[src/rtl/sram_bist_master.sv]
// March-style BIST initiator for the user side of a ready-paced SRAM controller.
// Runs four phases WR0/RD0/WR1/RD1 over addresses 0..LAST_ADDR, then reports
// pass/fail, the first failing address and a saturating error count.
module sram_bist_master #(
  parameter int unsigned ADDR_W    = 18,
  parameter int unsigned DATA_W    = 16,
  parameter int unsigned LAST_ADDR = 2**18-1,
  parameter logic [DATA_W-1:0] SEED = DATA_W'(16'hA5A5),
  parameter int unsigned ERR_W     = 16
) (
  input  logic              clk,
  input  logic              reset,
  input  logic              start,
  output logic              busy,
  output logic              done,
  output logic              pass,
  output logic [ERR_W-1:0]  err_count,
  output logic [ADDR_W-1:0] err_addr,
  output logic              mem,
  output logic              rw,
  output logic [ADDR_W-1:0] addr,
  output logic [DATA_W-1:0] data_f2s,
  input  logic              ready,
  input  logic [DATA_W-1:0] data_s2f
);

  typedef enum logic [2:0] {IDLE, WR0, RD0, WR1, RD1, DRAIN, DONE} state_t;

  state_t              state, state_d;
  logic [ADDR_W-1:0]   addr_d, exp_addr, exp_addr_d, chk_addr, chk_addr_d, err_addr_d;
  logic [DATA_W-1:0]   data_d, exp_data, exp_data_d, chk_data, chk_data_d;
  logic [ERR_W-1:0]    err_count_d;
  logic                mem_d, rw_d, busy_d, done_d, pass_d;
  logic                rd_pend, rd_pend_d, chk, chk_d;
  logic                accept, rd_accept, last;

  // Phase pattern: address folded to data width, XOR seed, optionally inverted.
  function automatic logic [DATA_W-1:0] pattern(input logic inv, input logic [ADDR_W-1:0] a);
    logic [DATA_W-1:0] p;
    p = DATA_W'(a) ^ SEED;
    return inv ? ~p : p;
  endfunction

  // State and output registers; reset aborts any test in flight.
  always_ff @(posedge clk) begin
    if (reset) begin
      state     <= IDLE;
      mem       <= 1'b0;
      rw        <= 1'b1;
      addr      <= '0;
      data_f2s  <= '0;
      busy      <= 1'b0;
      done      <= 1'b0;
      pass      <= 1'b0;
      err_count <= '0;
      err_addr  <= '0;
      rd_pend   <= 1'b0;
      exp_data  <= '0;
      exp_addr  <= '0;
      chk       <= 1'b0;
      chk_data  <= '0;
      chk_addr  <= '0;
    end else begin
      state     <= state_d;
      mem       <= mem_d;
      rw        <= rw_d;
      addr      <= addr_d;
      data_f2s  <= data_d;
      busy      <= busy_d;
      done      <= done_d;
      pass      <= pass_d;
      err_count <= err_count_d;
      err_addr  <= err_addr_d;
      rd_pend   <= rd_pend_d;
      exp_data  <= exp_data_d;
      exp_addr  <= exp_addr_d;
      chk       <= chk_d;
      chk_data  <= chk_data_d;
      chk_addr  <= chk_addr_d;
    end
  end

  // Next-state, command issue, read-check pipeline and error bookkeeping.
  always_comb begin
    state_d     = state;
    mem_d       = mem;
    rw_d        = rw;
    addr_d      = addr;
    data_d      = data_f2s;
    busy_d      = busy;
    done_d      = done;
    pass_d      = pass;
    err_count_d = err_count;
    err_addr_d  = err_addr;
    rd_pend_d   = rd_pend;
    exp_data_d  = exp_data;
    exp_addr_d  = exp_addr;
    chk_d       = 1'b0;
    chk_data_d  = chk_data;
    chk_addr_d  = chk_addr;
    accept      = ready && mem;
    rd_accept   = accept && rw;
    last        = (addr == ADDR_W'(LAST_ADDR));

    // Compare stage: data_s2f holds the read result during the chk cycle.
    if (chk && (data_s2f != chk_data)) begin
      if (err_count != '1) err_count_d = err_count + ERR_W'(1);
      if (err_count == '0) err_addr_d = chk_addr;
    end

    // The ready edge after a read acceptance is when read data lands.
    if (ready && rd_pend) begin
      chk_d      = 1'b1;
      chk_data_d = exp_data;
      chk_addr_d = exp_addr;
      rd_pend_d  = 1'b0;
    end

    // A read accepted on that same edge re-arms the pending slot.
    if (rd_accept) begin
      rd_pend_d  = 1'b1;
      exp_data_d = pattern(state == RD1, addr);
      exp_addr_d = addr;
    end

    case (state)
      IDLE, DONE: begin
        if (start) begin
          state_d     = WR0;
          mem_d       = 1'b1;
          rw_d        = 1'b0;
          addr_d      = '0;
          data_d      = pattern(1'b0, '0);
          busy_d      = 1'b1;
          done_d      = 1'b0;
          pass_d      = 1'b0;
          err_count_d = '0;
          err_addr_d  = '0;
        end
      end
      WR0, RD0, WR1, RD1: begin
        if (accept) begin
          if (last) begin
            addr_d = '0;
            case (state)
              WR0: begin
                state_d = RD0;
                rw_d    = 1'b1;
                data_d  = '0;
              end
              RD0: begin
                state_d = WR1;
                rw_d    = 1'b0;
                data_d  = pattern(1'b1, '0);
              end
              WR1: begin
                state_d = RD1;
                rw_d    = 1'b1;
                data_d  = '0;
              end
              default: begin
                state_d = DRAIN;
                mem_d   = 1'b0;
                rw_d    = 1'b1;
                data_d  = '0;
              end
            endcase
          end else begin
            addr_d = addr + ADDR_W'(1);
            data_d = rw ? '0 : pattern(state == WR1, addr + ADDR_W'(1));
          end
        end
      end
      DRAIN: begin
        // Finish once the final read's compare cycle is under way.
        if (chk && !rd_pend) begin
          state_d = DONE;
          busy_d  = 1'b0;
          done_d  = 1'b1;
          pass_d  = (err_count_d == '0);
        end
      end
      default: state_d = IDLE;
    endcase
  end

endmodule
[config.mk]
export PLATFORM = sky130hd
export DESIGN_NAME = sram_bist_master
export DESIGN_NICKNAME = d
export VERILOG_FILES = /design/src/rtl/sram_bist_master.sv
export SDC_FILE = /design/constraint.sdc
export NUM_CORES = 1
export LEC_CHECK = 0
export ABC_CLOCK_PERIOD_IN_PS = 2100
export BUFFER_PORTS_ARGS = -buffer_cell sky130_fd_sc_hd__buf_2
export CAP_MARGIN = 20
export CORE_MARGIN = 2
export CORE_UTILIZATION = 45
export CTS_BUF_LIST = sky130_fd_sc_hd__clkbuf_8
export DETAILED_ROUTE_END_ITERATION = 16
export PLACE_DENSITY = 0.69
export SYNTH_ARGS = -nofsm -noshare
export SYNTH_HDL_FRONTEND = slang
export SYNTH_SLANG_ARGS = --single-unit
[constraint.sdc]
create_clock -name clk -period 2.1 [get_ports clk]
set_input_delay 0.21 -clock clk [delete_from_list [all_inputs] [get_ports clk]]
set_output_delay 0.21 -clock clk [all_outputs]
set_load 0.1 [all_outputs]
==> results of run 1 <==
## final cells by class
type / instances / area (µm²)
clock buffers: 18 / 248
inverters: 8 / 30.0
fillers: 1314 / 6150
multi-input cells: 613 / 3690
flip-flops and latches: 146 / 3050
clock inverters: 14 / 148
repair buffers: 163 / 1050
well taps: 184 / 230
## power by group
part	leakage [nW]	internal, W	switching, W
registers	1.21	0.00277	0.0000299
clock network	0.217	0.00118	0.00105
logic	1.77	0.000135	0.000363
## registers in the layout, summed over array words and instances, names as in the netlist
signal,flops
rw,1
exp_addr,18
chk_data,16
mem,1
done,1
data_f2s,16
chk_addr,18
pass,1
state,3
err_count,16
err_addr,18
exp_data,16
rd_pend,1
chk,1
addr,18
busy,1
## worst paths after layout
kind,to,slack [ns],start
worst max-delay path,pass,0.05,chk_data[14]
worst min-delay path,rd_pend,0.08,ready
worst max register to register,pass,0.05,chk_data[14]
worst min register to register,data_f2s[4],0.45,data_f2s[4]
## metrics by stage
stage / area (µm²) / power (W)
3_5_place_dp: 7750 / 0.00335
2_1_floorplan: 6990 / 0.00321
4_1_cts: 8190 / 0.00556
6_report: 8440 / 0.00553
5_1_grt: 8440 / 0.00574
3_3_place_gp: 7750 / 0.00335
## worst max-delay path, delay by kind of cell, from the launching register on
family	cells	cell delay, ns
AOI/OAI and AO/OA	4	1.16
and+or+nand+nor	2	0.35
DFF	1	0.33
xor gates and xnor gates	1	0.15
## repair_timing
item | in CTS | in global routing
cloned | 1 | 0
pin swaps | 2 | 14
endpoints found under the setup margin | 1 | 34
resized for setup | 1 | 18
setup buffers | 3 | 24
## layout by cell type (no fill, tap or decap), types with 3 or more instances in the layout
cell,instances
sky130_fd_sc_hd__nand2_1,153
sky130_fd_sc_hd__dfxtp_1,106
sky130_fd_sc_hd__a21oi_1,94
sky130_fd_sc_hd__buf_2,91
sky130_fd_sc_hd__nor2_1,85
sky130_fd_sc_hd__xnor2_1,68
sky130_fd_sc_hd__buf_4,67
sky130_fd_sc_hd__dfxtp_4,31
sky130_fd_sc_hd__mux2i_1,26
sky130_fd_sc_hd__o21ai_1,20
sky130_fd_sc_hd__clkbuf_8,18
sky130_fd_sc_hd__nand4_1,16
sky130_fd_sc_hd__nand3_1,13
sky130_fd_sc_hd__inv_1,11
sky130_fd_sc_hd__nor3_1,10
sky130_fd_sc_hd__and3_1,10
sky130_fd_sc_hd__o21ai_0,9
sky130_fd_sc_hd__dfxtp_2,9
sky130_fd_sc_hd__a211oi_1,8
sky130_fd_sc_hd__xor2_1,8
sky130_fd_sc_hd__nand3b_1,7
sky130_fd_sc_hd__nor3_2,6
sky130_fd_sc_hd__nor2b_1,6
sky130_fd_sc_hd__or3_1,6
sky130_fd_sc_hd__a221oi_1,6
sky130_fd_sc_hd__and2_1,5
sky130_fd_sc_hd__or2_2,4
sky130_fd_sc_hd__clkinv_2,4
sky130_fd_sc_hd__buf_12,4
sky130_fd_sc_hd__nand2b_1,3
sky130_fd_sc_hd__and3_4,3
sky130_fd_sc_hd__bufinv_16,3
## logic make-up (layout without fill, tap and decap cells)
logic type | count (synthesis) | count (layout)
adders and majority gates | 3 | 3
AOI/OAI and AO/OA | 153 | 154
xor gates and xnor gates | 78 | 78
muxes | 26 | 26
DFF | 146 | 146
buffers and inverters | 72 | 203
and+or+nand+nor | 352 | 352
## routing by layer
metal  vias to the layer above  track usage [%]  wire (µm)
li1                       3043                -          -
met1                      2917             30.0       8220
met2                       193             33.8       8170
met3                        38             5.06       1070
met4                         0             10.2        492
met5                         -                0          0
==> results by stage, run 1 <==
Status:
- The run finished with clean final reports.

Synth:
- The most instantiated flip-flop cell in the synthesis netlist is sky130_fd_sc_hd__dfxtp_1.
- The main combinational cell family by area after synthesis is simple AND/OR/NAND/NOR gates.
- The post-synthesis compound-gate area fraction is 13.0%.
- The xor and xnor area share after synthesis is 10.1%.
- The flip-flop and latch count after synthesis is 146.
- The cell taking the most area after synthesis is sky130_fd_sc_hd__dfxtp_1.
- The per-instance average area after synthesis is 8.12 µm².
- The area share of the leading cell type in the synthesized netlist is 43.4%.
- The most common cell in the synthesized netlist is sky130_fd_sc_hd__nand2_1.
- The number of nets in the synthesized netlist is 853.
- The cell area after synthesis is 6740 µm².
- The number of unique standard cell types used by synthesis is 54.
- The share of the Yosys chip area taken by registers is 43.4%.
- Summing the areas of all and, or, nand and nor instances in the mapped netlist gives 24.5% of the synthesized area.
- The number of flops mapped to enable cells by yosys is 0.
- Sorting the synthesized cells by area gives the leading types as sky130_fd_sc_hd__dfxtp_1 (43%), sky130_fd_sc_hd__xnor2_1 (9.1%), sky130_fd_sc_hd__nand2_1 (8.5%).
- After Yosys synthesis, full adders, half adders and majority gates account for 0.557% of the synthesized area.
- Counting every instance in the synthesized netlist gives 830.
- The number of synthesis warnings is 0.
- The async set-reset flop share out of synthesis is 0%.
- The proportion of synthesized area in mux cells is 3.86%.
- After synthesis, the most frequently instantiated cells are sky130_fd_sc_hd__nand2_1 (153), sky130_fd_sc_hd__dfxtp_1 (146), sky130_fd_sc_hd__a21oi_1 (95).

STA:
- The upper clock frequency limit is 487 MHz.
- After layout, the worst setup slack is 0.0479 ns.
- On the final layout, the worst hold slack is 0.0789 ns.
- Setup repair after global routing could not meet its margin everywhere.
- For the pin with the worst max-slew slack, the measured transition is 0.614 ns.
- On the final layout, the worst clock skew is 0.0134 ns.
- Setup violations remaining at the end of the flow were counted as 0.
- The final number of hold-violating endpoints is 0.
- The count of final max-slew check failures is 0.
- For the finished layout, the period the worst path requires is 2.05 ns.
- The remaining max-slew budget at the tightest pin is 59.1%.
- The post-route fraction of the period consumed by the critical path is 97.7%.
- The total negative slack is 0 ns.

Critical path:
- Of all nets on the critical path, the largest fanout is 5.
- The worst setup path is launched from a register.
- The data arrival time at the worst-slack endpoint is 2.46 ns.
- The cell at the slowest stage of the critical path is sky130_fd_sc_hd__o41a_1.
- The signal on the critical path passes through xnor2_1 > nand4_1 > o41a_1 > a31o_1 > a22oi_2 > nand4_1 > o21ai_1.
- The length in cells of the worst reg-to-reg path is 7.
- The category of the most critical setup path is reg -> reg.
- For the worst setup path, the data required time is 2.50 ns.
- The endpoint class of the critical path is a register.
- The most common cell type on the critical path is sky130_fd_sc_hd__nand4_1.
- On the worst path, the slowest cell contributes a delay of 0.59 ns.

Route:
- After the first detailed-routing iteration, the DRC count stood at 504.
- The first-pass iteration count of the detailed router is 6.
- The detailed-route via count is 6191.
- The total routed wirelength is 17.9 mm.
- The residual DRC count is 0.
- Dividing the detail-routed wire length by the instance count gives 15.7 µm.
- Using the TritonRoute via totals, the vias-per-cell ratio works out to 5.40.
- The number of nets with antenna violations after detailed routing is 0.

Cells and area:
- The total number of nets in the final design is 972.
- At the end of the flow the core is filled with cells to 57.9%.
- Once layout is complete, the cells apart from fillers number 1146.
- The proportion of layout cells with a drive suffix above 1 is 28.3%.
- The layout overhead on the synthesized area is 25.2%.
- 0 antenna diodes ended up in the layout.

Placed design:
- Before CTS, the worst setup slack after placement is -0.0384 ns.
- The HPWL after detailed placement is 12.2 mm.
- Routability-driven placement finished with a final weighted congestion of 0.915.
- Input and output buffers added on the ports amount to 92.
- Counting tap cells, the placed design contains a total of 1086 instances.

Clock network:
- Counting the buffers created by CTS gives 17.
- TritonCTS built the clock tree.
- In this run the number of H-tree levels came out at 4.
- The maximum buffer depth of the clock tree is 2.
- Counting every sink on the clock net gives 146.
- The buffer cell driving the clock tree root is sky130_fd_sc_hd__clkbuf_8.
- The clock slew seen by the registers of the worst setup and hold paths is 0.08 ns.
- The clock network latency to the later pin of the worst-skew pair is 0.46 ns.
- In this run, post-CTS hold repair placed 0 buffers.

Power:
- The largest voltage drop on the vdd net is 0.356 mV.
- In this run the power density over the cells is 655 nW/µm².
- Summed over all cells, the static leakage comes to 3.19 nW.

Die:
- In this run the standard cell core region covers 14600 µm².
- The height of the chip is 126 µm.
- The initial utilization of the core area, before any placement, comes to 46.2%.
- During I/O placement, the number of pins put on the boundary was 93.
- The area enclosed by the die boundary is 16000 µm².
- Row generation in the floorplan step produced 44 rows.
- The width of the die is 126 µm.

Min path:
- The worst hold path belongs to the class in -> reg.
- The worst hold path stage count is 3.

Global routing:
- In the global route stage, overall resource usage came out at 22.2%.
- The number of global-route vias before repair is 5713.
- The wire length of the first global-routing pass is 28.5 mm.
- The initial antenna violation count is 0.
- Entering global routing, the biggest net connects 55 pins.
- After global routing the overflow that remains totals 0.

Run:
- The tool flagged a number of max-cap violations equal to 0.
(Power assumes the default switching activity.)
==> run 2, diff against run 1 <==
--- a/config.mk
+++ b/config.mk
@@ -5,14 +5,15 @@
 export SDC_FILE = /design/constraint.sdc
 export NUM_CORES = 1
 export LEC_CHECK = 0
-export ABC_CLOCK_PERIOD_IN_PS = 2100
+export ABC_AREA = 1
+export ABC_CLOCK_PERIOD_IN_PS = 2220
 export BUFFER_PORTS_ARGS = -buffer_cell sky130_fd_sc_hd__buf_2
 export CAP_MARGIN = 20
 export CORE_MARGIN = 2
 export CORE_UTILIZATION = 45
 export CTS_BUF_LIST = sky130_fd_sc_hd__clkbuf_8
 export DETAILED_ROUTE_END_ITERATION = 16
-export PLACE_DENSITY = 0.69
+export PLACE_DENSITY = 0.67
 export SYNTH_ARGS = -nofsm -noshare
 export SYNTH_HDL_FRONTEND = slang
 export SYNTH_SLANG_ARGS = --single-unit
==> constraint.sdc (replaced) <==
create_clock -name clk -period 2.22 [get_ports clk]
set_input_delay 0.222 -clock clk [delete_from_list [all_inputs] [get_ports clk]]
set_output_delay 0.222 -clock clk [all_outputs]
set_load 0.1 [all_outputs]
==> run 2 against run 1 <==
  * Critical path depth up 6
  * Worst hold slack better by 0.14 ns
  * Register-to-register slack better by 0.08 ns
  * Die area up 4.5%
  * Setup slack better by 0.076 ns
  * Combinational power rose to 5.7 times the previous value
  * Utilization down 4.2 points
  * Fmax down 2.1%
  * Largest cell class unchanged
  * Highest routed layer unchanged
==> results by stage, run 2 <==
Cells and area:
- After filler insertion, the fill cell instance count of the layout stands at 1519.
- The number of antenna repair diodes is 0.
- The commonest non-fill, non-tap cell in the layout is sky130_fd_sc_hd__nand2_1.
- The layout overhead on the synthesized area is 16.0%.
- In the layout the commonest cells are sky130_fd_sc_hd__nand2_1 (192), sky130_fd_sc_hd__a21oi_1 (132), sky130_fd_sc_hd__dfxtp_1 (116).
- The total number of nets in the final design is 1098.
- Cells with a size suffix above 1 make up 22.5% of the layout.

Critical path:
- The delay of the slowest cell on the worst path is 0.39 ns.
- The number of cells on the critical path is 13.
- The category of the most critical setup path is reg -> reg.
- The cell at the slowest stage of the critical path is sky130_fd_sc_hd__dfxtp_4.
- The launch instance of the worst register-to-register path is addr[0].
- Along the worst path, the maximum fanout reaches 6.
- The nature of the critical path startpoint is a register.
- The count of buffer and inverter cells on the critical path is 1.
- Data on the critical path is required at its endpoint by 2.54 ns.
- The length in cells of the worst reg-to-reg path is 13.
- The largest delay contributor family on the critical path is simple AND/OR/NAND/NOR gates.
- Traced cell by cell, the critical path runs through ha_2 > nand2_1 > nor2_2 > nand3_2 > nor2_4 > nand2_2 > nor2_4 > nand3_4 > buf_4 > nand2_4 > nor2_1 > a21oi_1 > nor2_1.
- The worst reg-to-reg setup slack is 0.12 ns.
- STA classifies the critical path endpoint as a register.
- Data on the critical path arrives at its endpoint at 2.41 ns.
- The terminus of the critical flop-to-flop path is addr[12].

Power:
- Sequential cells burn 39.7% of the power.
- Of the total power, combinational logic draws 36.3%.
- The internal power of the cells totals 0.00457 W.
- The total power after layout is 0.00789 W.
- Summed over all nets, the switching power comes to 0.00332 W.
- Of the total power, the share spent switching nets is 42.1%.
- The clock network accounts for 24.1% of the total power.
- The areal power density over the cells is 964 nW/µm².
- The worst-case IR drop observed on VDD is 0.847 mV.
- In this run the static leakage power is 3.57 nW.

Clock network:
- The maximum buffer depth of the clock tree is 2.
- The sink count of the clock tree is 146.
- The clock reaches the later pin of the worst-skew pair after 0.45 ns.
- The H-tree generated during clock tree synthesis spans 4 levels.
- After clock tree synthesis, the clock-pin slew on the worst setup and hold paths is 0.07 ns.
- The root buffer cell chosen for the clock tree is sky130_fd_sc_hd__clkbuf_8.
- In this run, post-CTS hold repair placed 0 buffers.
- The number of buffers added by the clock tree synthesis step is 17.
- TritonCTS built the clock tree.

Route:
- The detail route stage leaves a number of antenna-violating nets equal to 0.
- The DRC marker count from the first detailed-route iteration is 445.
- The routed design has 17.6 mm of wire.
- For this run, the detailed router's first-pass iteration total came to 5.
- The via density per instance is 4.98.
- Summing over every cut layer, the via total after detailed routing is 6474.
- The residual DRC count is 0.
- In the final routed layout, each cell accounts on average for 13.6 µm.

Die:
- The number of top-level pins is 93.
- The die is 129 µm wide.
- The height of the chip is 129 µm.
- The area inside the core boundary is 15300 µm².
- The area enclosed by the die boundary is 16700 µm².
- After floorplanning, the core was divided into 45 placement rows.
- The initial standard-cell utilization of the core is 46.2%.

STA:
- The final number of hold-violating endpoints is 0.
- In this run the tightest slew margin relative to its limit is 61.2%.
- Setup repair after global routing could not meet its margin everywhere.
- The upper clock frequency limit is 477 MHz.
- The post-route fraction of the period consumed by the critical path is 94.4%.
- The worst-case setup margin in the final layout is 0.124 ns.
- Clock skew on the completed layout was measured at 0.0110 ns.
- For the finished layout, the period the worst path requires is 2.10 ns.
- The count of final max-slew check failures came to 0.
- The transition time of the tightest slew-check pin is 0.582 ns.
- The number of setup violations in the final report is 0.

Placed design:
- Timing analysis after detailed placement gives a worst setup slack of 0.117 ns.
- The number of buffers added on ports is 92.
- The HPWL after detailed placement is 12.6 mm.
- The global placer's final weighted congestion is 0.928.

Min path:
- The worst hold path passes through 4 cells.
- The startpoint identified for the worst hold timing path is ready.
- The capture endpoint of the worst hold path is rd_pend.
- The path class of the tightest hold or removal check is in -> reg.

Synth:
- Summed over all instances, the cell type with the most area after synthesis is sky130_fd_sc_hd__dfxtp_1.
- Averaged over all synthesized cells, the footprint is 7.12 µm².
- Counting distinct cell types in the post-synthesis netlist gives 42.
- The most frequent cell after synthesis is sky130_fd_sc_hd__nand2_1.
- The cell area after synthesis is 7060 µm².
- Yosys mapped a number of flops with a built-in enable equal to 0.
- Sorting the synthesized cells by area gives the leading types as sky130_fd_sc_hd__dfxtp_1 (41%), sky130_fd_sc_hd__nand2_1 (10%), sky130_fd_sc_hd__a21oi_1 (9.4%).
- For this run, the number of Yosys warnings is 0.
- The most instantiated flip-flop cell in the synthesis netlist is sky130_fd_sc_hd__dfxtp_1.
- Of the post-synthesis cell area, the dominant cell type holds 41.4%.
- After synthesis the netlist holds a flip-flop and latch count of 146.
- After synthesis, the most frequently instantiated cells are sky130_fd_sc_hd__nand2_1 (192), sky130_fd_sc_hd__dfxtp_1 (146), sky130_fd_sc_hd__a21oi_1 (132).
- The number of nets in the synthesized netlist is 1014.
- The async set-reset flop share out of synthesis is 0%.
- The synthesized instance count is 991.
- After synthesis, flip-flops and latches occupy 41.4% of the total area.

Global routing:
- The number of global-route vias before repair is 5679.
- The initial antenna violation count is 0.
- Global routing finished with a remaining overflow of 0.
- Entering global routing, the biggest net connects 75 pins.
- For this run, the total global-route usage over all layers was measured as 21.5%.
- The first global-routing pass estimated 28.5 mm of wire.

Run:
- The tool flagged a number of max-cap violations equal to 0.

Status:
- The flow ran to the end, and the final reports show no timing, DRC or antenna violations.
## run 2: cell types whose count changed after synthesis, sizes merged, moves of 21 or more
| cell | change |
|---|---|
| o21ai | +81 |
| a21oi | +47 |
| xor2 | +21 |
| inv | +105 |
| nand3 | +45 |
| xnor2 | -66 |
| mux2i | -26 |
| nand2 | +59 |
## run 2: cell families after synthesis
logic type                 count (synthesis)  synth area share, %
and+or+nand+nor                          386                 24.5
DFF                                      146                 41.4
xor gates and xnor gates                  33                 4.10
buffers and inverters                    162                 9.31
AOI/OAI and AO/OA                        261                 20.2
adders and majority gates                  3                0.532
## run 2: layout make-up
type,instances,area [µm²],share of cell area [%]
Clock buffer,24,330,4.03
Clock inverter,8,35.0,0.428
Timing Repair Buffer,113,643,7.85
Tap cell,211,264,3.22
Multi-Input combinational cell,684,3510,42.9
Sequential cell,146,2970,36.3
Inverter,113,433,5.29
## run 2: timing repair
item	CTS	global route
resized for setup	0	8
setup buffers	0	5
setup endpoints to repair	0	16
## run 2: worst register-to-register path, delay by kind of cell, from the launching register on
kind / cells / cell delay (ns)
buffers and inverters: 1 / 0.19
adder cells (fa/ha/maj): 1 / 0.19
flip-flops: 1 / 0.39
AO/OA/AOI/OAI: 1 / 0.14
AND/OR/NAND/NOR: 10 / 1.07
## run 2: power by group through the flow
stage | Clock, W | Combinational, W | Sequential (W)
2_1_floorplan | 0 | 0.00152 | 0.00399
3_3_place_gp | 0 | 0.00280 | 0.00319
3_5_place_dp | 0 | 0.00284 | 0.00319
4_1_cts | 0.00195 | 0.00285 | 0.00313
5_1_grt | 0.00206 | 0.00313 | 0.00317
6_report | 0.00190 | 0.00286 | 0.00313
## run 2: metal layers
| metal | global-route usage [%] | up-vias | routed length [µm] |
|---|---|---|---|
| li1 | - | 3384 | - |
| met4 | 7.29 | 0 | 316 |
| met5 | 0 | - | 0 |
| met3 | 4.62 | 24 | 888 |
| met2 | 31.8 | 163 | 7670 |
| met1 | 31.0 | 2903 | 8750 |
## run 2: worst max path at each step
stage                       start           to  slack, ns
after floorplan                rw  exp_addr[1]      0.007
after global placement    addr[1]     state[2]       0.14
after detailed placement  addr[1]     state[2]       0.12
after CTS                 addr[1]     state[2]       0.09
after global routing      addr[0]     addr[14]      -0.02
final                     addr[0]     addr[12]       0.12
## run 2: stage by stage
stage / hold WS [ns] / setup TNS (ns) / area [µm²] / cells / util, %
after floorplan: 0.436 / 0 / 7100 / 991 / -
after global placement: 0.432 / 0 / 7760 / 1261 / 50.8
after detailed placement: 0.434 / 0 / 7760 / 1261 / 50.8
after CTS: 0.193 / 0 / 8120 / 1293 / 53.2
after global routing: 0.220 / -0.0386 / 8190 / 1299 / 53.7
final: 0.214 / 0 / 8190 / 1299 / 53.7
==> run 3, diff against run 2 <==
--- a/config.mk
+++ b/config.mk
@@ -5,15 +5,15 @@
 export SDC_FILE = /design/constraint.sdc
 export NUM_CORES = 1
 export LEC_CHECK = 0
-export ABC_AREA = 1
 export ABC_CLOCK_PERIOD_IN_PS = 2220
 export BUFFER_PORTS_ARGS = -buffer_cell sky130_fd_sc_hd__buf_2
 export CAP_MARGIN = 20
 export CORE_MARGIN = 2
-export CORE_UTILIZATION = 45
+export CORE_UTILIZATION = 60
 export CTS_BUF_LIST = sky130_fd_sc_hd__clkbuf_8
 export DETAILED_ROUTE_END_ITERATION = 16
-export PLACE_DENSITY = 0.67
+export PLACE_DENSITY = 0.85
 export SYNTH_ARGS = -nofsm -noshare
 export SYNTH_HDL_FRONTEND = slang
 export SYNTH_SLANG_ARGS = --single-unit
+export TNS_END_PERCENT = 5
==> run 3 against run 2 <==
  * Global-route usage rose by 7.2 points
  * Register-to-register slack got worse by 0.04 ns
  * Via count fell by 6.0%
  * Total power fell by 33%
  * Critical path depth fell by 5
  * Critical path type unchanged
==> results by stage, run 3 (synthesis gave the netlist of run 1 again) <==
Placed design:
- The congestion estimate from routability-driven global placement came to 0.915.
- The HPWL after detailed placement is 11.1 mm.
- In this run the tool buffered the top-level ports with 92 buffer cells.

Power:
- Total power for the finished layout comes to 0.00530 W.
- For this design the static power due to leakage is 2.95 nW.
- Power spread over the standard cell area amounts to 667 nW/µm².
- The largest voltage drop on the vdd net is 0.701 mV.

STA:
- The post-route minimum period is 2.13 ns.
- The count of final max-slew check failures came to 0.
- Setup violations remaining at the end of the flow were counted as 0.
- The transition time of the tightest slew-check pin is 0.496 ns.
- Across the routed clock network, the largest skew measured is 0.00855 ns.
- Headroom to the max-slew limit came out at 66.7%.
- The post-route fraction of the period consumed by the critical path is 96.1%.
- Derived from the worst setup path, the maximum achievable clock frequency is 469 MHz.
- The final number of hold-violating endpoints is 0.
- The total negative slack is 0 ns.
- The worst hold slack is 0.128 ns.
- Setup repair after global routing could not meet its margin everywhere.

Route:
- Dividing the detail-routed via count by the number of cells gives 5.74.
- The routed design has 16.7 mm of wire.
- The first-pass iteration count of the detailed router is 5.
- The detailed-route wire length per cell is 15.8 µm.
- Detailed routing inserted a total of 6088 vias.
- In this run, the number of DRC markers left after iteration 0 of detailed routing was 494.
- The residual DRC count is 0.
- The number of nets with antenna violations after detailed routing is 0.

Critical path:
- For the worst flop-to-flop path, the logic depth is 8.
- The endpoint identified for the worst register-to-register timing path is data_f2s[15].
- The maximum net fanout on the critical path is 8.
- Data on the critical path is required at its endpoint by 2.55 ns.
- The worst setup path is launched from a register.
- For the worst setup path, the data arrival time is 2.47 ns.
- The start point of the critical path is addr[0].
- The startpoint identified for the worst register-to-register timing path is addr[0].
- The worst setup path is captured at a register.
- The slowest stage of the critical path belongs to the cell sky130_fd_sc_hd__dfxtp_4.
- The critical path in this run is classified as reg -> reg.
- The largest delay contributor family on the critical path is simple AND/OR/NAND/NOR gates.
- Walking the worst path, the cells encountered are buf_4 > and4_1 > nand4_1 > nor2_1 > nand3_1 > xnor2_1 > a21oi_1 > nor3_1.
- Counting both buffers and inverters, the worst setup path holds a total of 1.
- The worst reg-to-reg setup slack is 0.09 ns.
- In this design, the stage delay of the slowest critical-path cell is 0.37 ns.

Clock network:
- The buffer cell driving the clock tree root is sky130_fd_sc_hd__clkbuf_8.
- The clock net in this run drives a total of 146 sinks.
- Clock-pin slew was measured on the worst setup and hold paths at 0.08 ns.
- TritonCTS built the clock tree.
- The clock passes through at most 2 buffers.
- The clock network latency to the later pin of the worst-skew pair is 0.44 ns.
- The maximum level of the CTS H-tree is 4.
- The number of buffers added by the clock tree synthesis step is 17.
- The count of hold buffers inserted by post-cts repair is 0.

Run:
- The number of maximum-capacitance constraint violations is 0.

Cells and area:
- Relative to the synthesized area, the layout overhead comes to 17.9%.
- In the layout the commonest cells are sky130_fd_sc_hd__nand2_1 (153), sky130_fd_sc_hd__dfxtp_1 (110), sky130_fd_sc_hd__a21oi_1 (95).
- The number of antenna diodes in the final layout is 0.
- Cells fill 73.0% of the core in the end.
- The total number of nets in the final design is 930.
- Cells with a size suffix above 1 make up 23.5% of the layout.
- The library cell used most frequently in the layout, excluding fill and tap cells, is sky130_fd_sc_hd__nand2_1.

Die:
- The die is 110 µm wide.
- The area inside the core boundary is 10900 µm².
- 93 I/O pins were placed.
- The initial standard-cell utilization of the core is 61.9%.
- The row count is 38.
- From bottom edge to top edge, the die measures 110 µm.
- The area enclosed by the die boundary is 12100 µm².

Min path:
- The worst hold path belongs to the class in -> reg.
- The startpoint of the worst hold path is ready.
- Counting instances, the worst hold path has a depth of 3.
- The capture endpoint of the worst hold path is rd_pend.

Global routing:
- The initial antenna violation count is 0.
- After global routing the overflow that remains totals 0.
- The largest net degree at the start of global routing is 86.
- The overall track demand over capacity in global routing is 28.7%.
- The number of global-route vias before repair is 5693.
- The wire length of the first global-routing pass is 26.9 mm.

Status:
- The run finished with clean final reports.
-- run 3: what timing repair did --
| action | 4_1_cts | 5_1_grt |
|---|---|---|
| resized for setup | 0 | 9 |
| endpoints found under the hold margin | 0 | 0 |
| setup endpoints to repair | 0 | 30 |
| setup buffers | 0 | 1 |
-- run 3: worst max-delay path by stage --
stage	endpoint	cells after the start
after floorplan	rw	7
after global placement	pass	8
after detailed placement	pass	8
after CTS	rw	7
after global routing	pass	7
final	data_f2s[15]	8
-- run 3: routing by layer --
metal  vias up  GRT usage [%]  wire [µm]  share of wire [%]
met4         0           10.8        382                2.3
met3        33           6.58       1040                6.2
met5         -              0          0                  0
met1      2886           36.3       7210                 43
li1       2950              -          -                  -
met2       219           47.6       8110                 48
-- run 3: through the flow --
| stage | std cells | area, µm² | setup WS [ns] |
|---|---|---|---|
| 2_1_floorplan | 830 | 6840 | -0.0549 |
| 3_3_place_gp | 1027 | 7490 | 0.115 |
| 3_5_place_dp | 1027 | 7490 | 0.0589 |
| 4_1_cts | 1059 | 7900 | 0.0351 |
| 5_1_grt | 1060 | 7950 | -0.0211 |
| 6_report | 1060 | 7950 | 0.0868 |
-- run 3: worst reg2reg max path, cell delays in order, from the launching register on --
cell	delay [ns]
sky130_fd_sc_hd__dfxtp_4	0.37
sky130_fd_sc_hd__buf_4	0.17
sky130_fd_sc_hd__and4_1	0.25
sky130_fd_sc_hd__nand4_1	0.17
sky130_fd_sc_hd__nor2_1	0.36
sky130_fd_sc_hd__nand3_1	0.21
sky130_fd_sc_hd__xnor2_1	0.19
sky130_fd_sc_hd__a21oi_1	0.23
sky130_fd_sc_hd__nor3_1	0.07
-- run 3: layout make-up --
class / instances / area [µm²]
inverter: 8 / 30.0
clock buffer: 17 / 234
tap: 140 / 175
fill: 841 / 2940
timing repair buffer: 122 / 738
multi-input combinational: 612 / 3580
clock inverter: 15 / 181
sequential: 146 / 3010
-- run 3: where the power goes --
part / internal, W / switching [W] / total (W)
registers: 0.00264 / 0.0000252 / 0.00266
clock network: 0.00112 / 0.00107 / 0.00219
logic: 0.000113 / 0.000335 / 0.000449
total: 0.00387 / 0.00143 / 0.00530
